===== src/rtl/host_mailbox_m.sv =====
// host_mailbox_m: BBC host-bus responder with a paged-ROM select shadow and a
// four-register FIFO mailbox bridging host cycles to a valid/ready side port.
module host_mailbox_m #(
    parameter int          FIFO_DEPTH  = 4,
    parameter logic [15:0] MBOX_BASE   = 16'hFC00,
    parameter logic [15:0] ROMSEL_ADDR = 16'hFE30
) (
    input  logic        clk,
    input  logic        resetb,
    input  logic        phi0,
    input  logic [15:0] addr,
    input  logic        rnw,
    input  logic        sync,
    input  logic [7:0]  data_in,
    output logic [7:0]  data_out,
    output logic        data_oe,
    output logic [3:0]  romsel_q,
    output logic [7:0]  tx_data,
    output logic        tx_valid,
    input  logic        tx_ready,
    input  logic [7:0]  rx_data,
    input  logic        rx_valid,
    output logic        rx_ready,
    output logic        irq_o
);
    localparam int AW = $clog2(FIFO_DEPTH);
    localparam int CW = AW + 1;
    logic          phi0_q, rnw_q, sync_q, sel_rom_q, sel_mb_q;
    logic [1:0]    off_q;
    logic [7:0]    wdata_q, sync_cnt;
    logic          irq_en, tx_ovf;
    logic [7:0]    tx_mem [FIFO_DEPTH];
    logic [7:0]    rx_mem [FIFO_DEPTH];
    logic [AW-1:0] tx_wp, tx_rp, rx_wp, rx_rp;
    logic [CW-1:0] tx_cnt, rx_cnt;
    logic          start, fin, hw, hr, tx_full, rx_ne;
    logic          tx_push, tx_pop, rx_push, rx_pop;

    assign start    = phi0 & ~phi0_q;
    assign fin      = ~phi0 & phi0_q;
    assign hw       = fin & sel_mb_q & ~rnw_q;
    assign hr       = fin & sel_mb_q & rnw_q;
    assign tx_full  = tx_cnt == CW'(FIFO_DEPTH);
    assign rx_ne    = rx_cnt != '0;
    assign tx_valid = tx_cnt != '0;
    assign tx_data  = tx_mem[tx_rp];
    assign rx_ready = resetb & (rx_cnt != CW'(FIFO_DEPTH));
    assign irq_o    = irq_en & rx_ne;
    assign tx_push  = hw & off_q == 2'd0 & ~tx_full;
    assign tx_pop   = tx_valid & tx_ready;
    assign rx_push  = rx_valid & rx_ready;
    assign rx_pop   = hr & off_q == 2'd1 & rx_ne;
    assign data_oe  = phi0 & phi0_q & sel_mb_q & rnw_q;
    assign data_out = !data_oe ? 8'h00 :
                      off_q == 2'd0 ? 8'(tx_cnt) :
                      off_q == 2'd1 ? (rx_ne ? rx_mem[rx_rp] : 8'hFF) :
                      off_q == 2'd2 ? {4'b0, irq_en, tx_ovf, tx_full, rx_ne} : sync_cnt;

    always_ff @(posedge clk) begin
        if (tx_push) tx_mem[tx_wp] <= wdata_q;
        if (rx_push) rx_mem[rx_wp] <= rx_data;
    end

    // phi0_q resets high so a PHI2 phase already running at release is never started
    always_ff @(posedge clk or negedge resetb)
        if (!resetb) begin
            phi0_q    <= 1'b1;
            rnw_q     <= 1'b0;
            sync_q    <= 1'b0;
            sel_rom_q <= 1'b0;
            sel_mb_q  <= 1'b0;
            off_q     <= '0;
            wdata_q   <= '0;
            romsel_q  <= '0;
            irq_en    <= 1'b0;
            tx_ovf    <= 1'b0;
            sync_cnt  <= '0;
            tx_wp     <= '0;
            tx_rp     <= '0;
            rx_wp     <= '0;
            rx_rp     <= '0;
            tx_cnt    <= '0;
            rx_cnt    <= '0;
        end else begin
            phi0_q <= phi0;
            if (start) begin
                off_q     <= addr[1:0];
                rnw_q     <= rnw;
                sync_q    <= sync;
                sel_rom_q <= addr == ROMSEL_ADDR;
                sel_mb_q  <= addr[15:2] == MBOX_BASE[15:2];
            end
            if (phi0) wdata_q <= data_in;
            if (fin & sel_rom_q & ~rnw_q) romsel_q <= wdata_q[3:0];
            if (hw & off_q == 2'd0 & tx_full) tx_ovf <= 1'b1;
            if (hw & off_q == 2'd2) begin
                irq_en <= wdata_q[3];
                if (wdata_q[2]) tx_ovf <= 1'b0;
            end
            if (hw & off_q == 2'd3) sync_cnt <= '0;
            else if (fin & sync_q) sync_cnt <= sync_cnt + 8'd1;
            if (tx_push) tx_wp <= tx_wp + 1'b1;
            if (tx_pop) tx_rp <= tx_rp + 1'b1;
            if (rx_push) rx_wp <= rx_wp + 1'b1;
            if (rx_pop) rx_rp <= rx_rp + 1'b1;
            tx_cnt <= tx_cnt + CW'(tx_push) - CW'(tx_pop);
            rx_cnt <= rx_cnt + CW'(rx_push) - CW'(rx_pop);
        end
endmodule


===== config.mk =====
export PLATFORM = sky130hd
export DESIGN_NAME = host_mailbox_m
export DESIGN_NICKNAME = d
export VERILOG_FILES = /design/src/rtl/host_mailbox_m.sv
export SDC_FILE = /design/constraint.sdc
export NUM_CORES = 1
export LEC_CHECK = 0
export CORE_MARGIN = 2
export CORE_UTILIZATION = 50
export DETAILED_ROUTE_END_ITERATION = 16
export GPL_TIMING_DRIVEN = 1
export PLACE_DENSITY = 0.8
export SLEW_MARGIN = 20
export SYNTH_ARGS = -nofsm -noshare
export SYNTH_HDL_FRONTEND = slang
export SYNTH_SLANG_ARGS = --single-unit

===== constraint.sdc =====
create_clock -name clk -period 2.9 [get_ports clk]
set_clock_uncertainty 0.15 [all_clocks]
set_input_delay 0.435 -clock clk [delete_from_list [all_inputs] [get_ports clk]]
set_output_delay 0.435 -clock clk [all_outputs]
set_load 0.01 [all_outputs]

==> metrics.txt <==
status finished clean; top cell type's share of synthesized area 41.1%; row count 35; met2 routed WL 4390 um; P_leak 2.31 nW; CTS tree yes; Worst Reg-to-Reg Cells 10; RR Endpoint rx_cnt[2]$_DFF_PN0_; most numerous cell in the Yosys netlist edfxtp_1; n_diodes 0; Max VDD drop 0.413 mV; Net Sw Frac 29.9%; fin nets 448; FF-to-FF Start phi0_q$_DFF_PN1_; Die Y 101 um; All-Layer GR Usage 17.7%; Setup CP Type reg2out; Max FO, Critical Path 8; clock share of power 23.5%; first-pass GRT wire length 13700 um; synth warn 0; part of the power in registers 53.2%; Top Metal Used met4; Fillers 627; CP startpoint kind flop; port bufs 62; vias in the first global route 2871; clk_lat worst skew 0.36 ns; global route overflow 0; Post-Syn Area 4670 um2; Final Critical Period 2.83 ns; Critical Path RT 2.32 ns; area of the multi-input gates 1620 um2; clk slew on worst S/H paths 0.11 ns; Yosys reg bits 107; core outline area 9150 um2; Finish-stage setup viols 0; pre-CTS WS -0.122 ns; Most used DFF post-synth edfxtp_1; die width 101 um; vias 2806; post-synthesis instance total 305; fin area 5910 um2; DR vias/cell 5.49; hpwl dp 6080 um; Yosys cell types 49; clk buf depth 2; WL met1 3790 um; DRC 0; Worst Path Arrival 2.25 ns; area delta synth->final 26.5%; 1st-iter DRT viols 132; Hold WC Path Type in2async; Avg WL per Cell 17.1 um; reg2reg setup slack 0.27 ns; Ports 63; register area 3000 um2; Fmax 0.353 GHz; Slew Viols, Final 0; slew of the pin with the lowest slew margin 0.577 ns; Final Cycle Share 97.6%; synth cell count leaders 64 x edfxtp_1, 42 x dfrtp_1, 21 x nand2_1; Starting Density 51.1%; leading post-synthesis cells by cell area edfxtp_1 41%, dfrtp_1 22%, mux4_2 7.7%; maxcap violations 0; CP Capture Type output pin; Post-Place Cells 487; Post-DRT Antenna Nets 0; met3 wire length 451 um; Placed Area 5570 um2; P per Cell Area 645 nW/um2; CTS sink cnt 107; Switch Pwr 0.00114 W; GP Congestion 0.809; Worst Slack Setup Final 0.0682 ns; H-Tree Depth 3; largest net degree at the start of global routing 44; Final Core Density 64.6%; Detailed Routing Iterations Pass 1 4; number of synthesized flops with an enable pin 64; sequential fraction of the synthesis area 64.2%; Die ar. 10100 um2; Avg Cell Area, Syn 15.3 um2; Post-Layout Cell Count 511; Synth area leader edfxtp_1; share of cells above drive strength 1 23.3%; CTS Buf Count 9; Comb pwr share 23.3%; final WL 8740 um; share of flip-flops with an asynchronous set or reset 40.2%; final hold violation count 0; Mapped Nets 358; Pint 0.00268 W; initial antenna violation count 0; Root Buffer Master clkbuf_8; Slew HR 61.6%
-- final cells by class --
cell class	count	share of cell area (%)
multi-input cells	175	27.4
flip-flops and latches	107	50.8
clock buffers	10	2.33
clock inverters	6	1.06
inverters	11	0.699
well taps	111	2.35
repair buffers	91	15.3
-- flip-flops by register name (all words and copies together) (netlist names) --
signal     cells
rx_wp          2
irq_en         1
phi0_q         1
sel_mb_q       1
rx_rp          2
off_q          2
wdata_q        8
tx_ovf         1
sel_rom_q      1
tx_mem        32
tx_wp          2
rx_cnt         3
tx_rp          2
sync_cnt       8
sync_q         1
tx_cnt         3
rx_mem        32
romsel_q       4
rnw_q          1
-- cell usage in the layout (no fill, tap or decap), types with 3 or more instances in the layout --
cell and instances:
buf_4 24, inv_6 4, clkbuf_8 10, a21oi_1 6, nor2b_1 7, or3_1 5
dfrtp_1 39, clkdlybuf4s50_1 55, mux2i_1 3, and2_1 8, xnor2_1 8, nand2b_1 4
mux2_2 14, nand2_1 21, inv_1 11, xor2_1 5, mux4_2 16, dfrtp_2 3
buf_12 5, edfxtp_1 64, o21ai_0 5, or4_1 3, dlymetal6s2s_1 5, ha_1 12
nand4b_1 3, nor2_1 7, nand4_1 4, nor3b_1 3, nor3_1 12
-- worst max-delay path by stage --
stage,endpoint,cells past startpoint,slack [ns],start
after detailed placement,data_out[1],6,-0.12,phi0
after floorplan,rx_cnt[2]$_DFF_PN0_,10,0.53,phi0_q$_DFF_PN1_
after global placement,data_out[1],6,-0.05,phi0
after CTS,data_out[1],5,0.008,phi0_q$_DFF_PN1_
final,data_out[0],4,0.07,off_q[0]$_DFFE_PN0P_
after global routing,data_out[0],5,-0.0002,phi0_q$_DFF_PN1_
-- cells by family after synthesis --
kind of cell / count (synthesis) / synth area share [%]
adder cells (fa/ha/maj): 14 / 4.07
flip-flops: 107 / 64.2
AND/OR/NAND/NOR: 94 / 12.2
multiplexers: 34 / 12.0
buffers and inverters: 23 / 2.28
XOR/XNOR: 13 / 2.44
AO/OA/AOI/OAI: 20 / 2.84
-- timing repair --
action                     in CTS  in global routing
hold buffers                    0                  0
setup endpoints to repair       6                  8
gates cloned                    0                  0
setup buffers                   3                  5
gates resized for setup        11                 11
hold endpoints to repair        0                  0
pin swaps                       2                  0
-- power by group through the flow --
stage	logic (W)	clock network [W]	registers [W]
4_1_cts	0.000847	0.000916	0.00203
5_1_grt	0.000980	0.000973	0.00206
6_report	0.000887	0.000898	0.00203
2_1_floorplan	0.000586	0	0.00194
3_5_place_dp	0.000832	0	0.00206
3_3_place_gp	0.000816	0	0.00204
-- layer usage --
layer,vias up,track usage (%)
met5,-,0
met4,0,3.58
met3,11,4.02
met2,81,30.3
met1,1387,23.4
li1,1327,-
-- per-stage QoR --
| stage | setup TNS (ns) | hold slack [ns] | power, W |
|---|---|---|---|
| finish | 0 | 0.0411 | 0.00381 |
| global placement | -0.0486 | 0.311 | 0.00286 |
| CTS | 0 | 0.0661 | 0.00379 |
| detailed placement | -0.195 | 0.316 | 0.00289 |
| floorplan | 0 | -0.0106 | 0.00252 |
| global route | -0.000202 | 0.0915 | 0.00401 |
-- critical path, stage by stage, from the launching register on --
cell,delay [ns]
dfrtp_2,0.48
or4_1,0.53
a31oi_1,0.24
o32ai_1,0.14
clkdlybuf4s50_1,0.49
No activity file was read; power rests on OpenSTA's default activity.
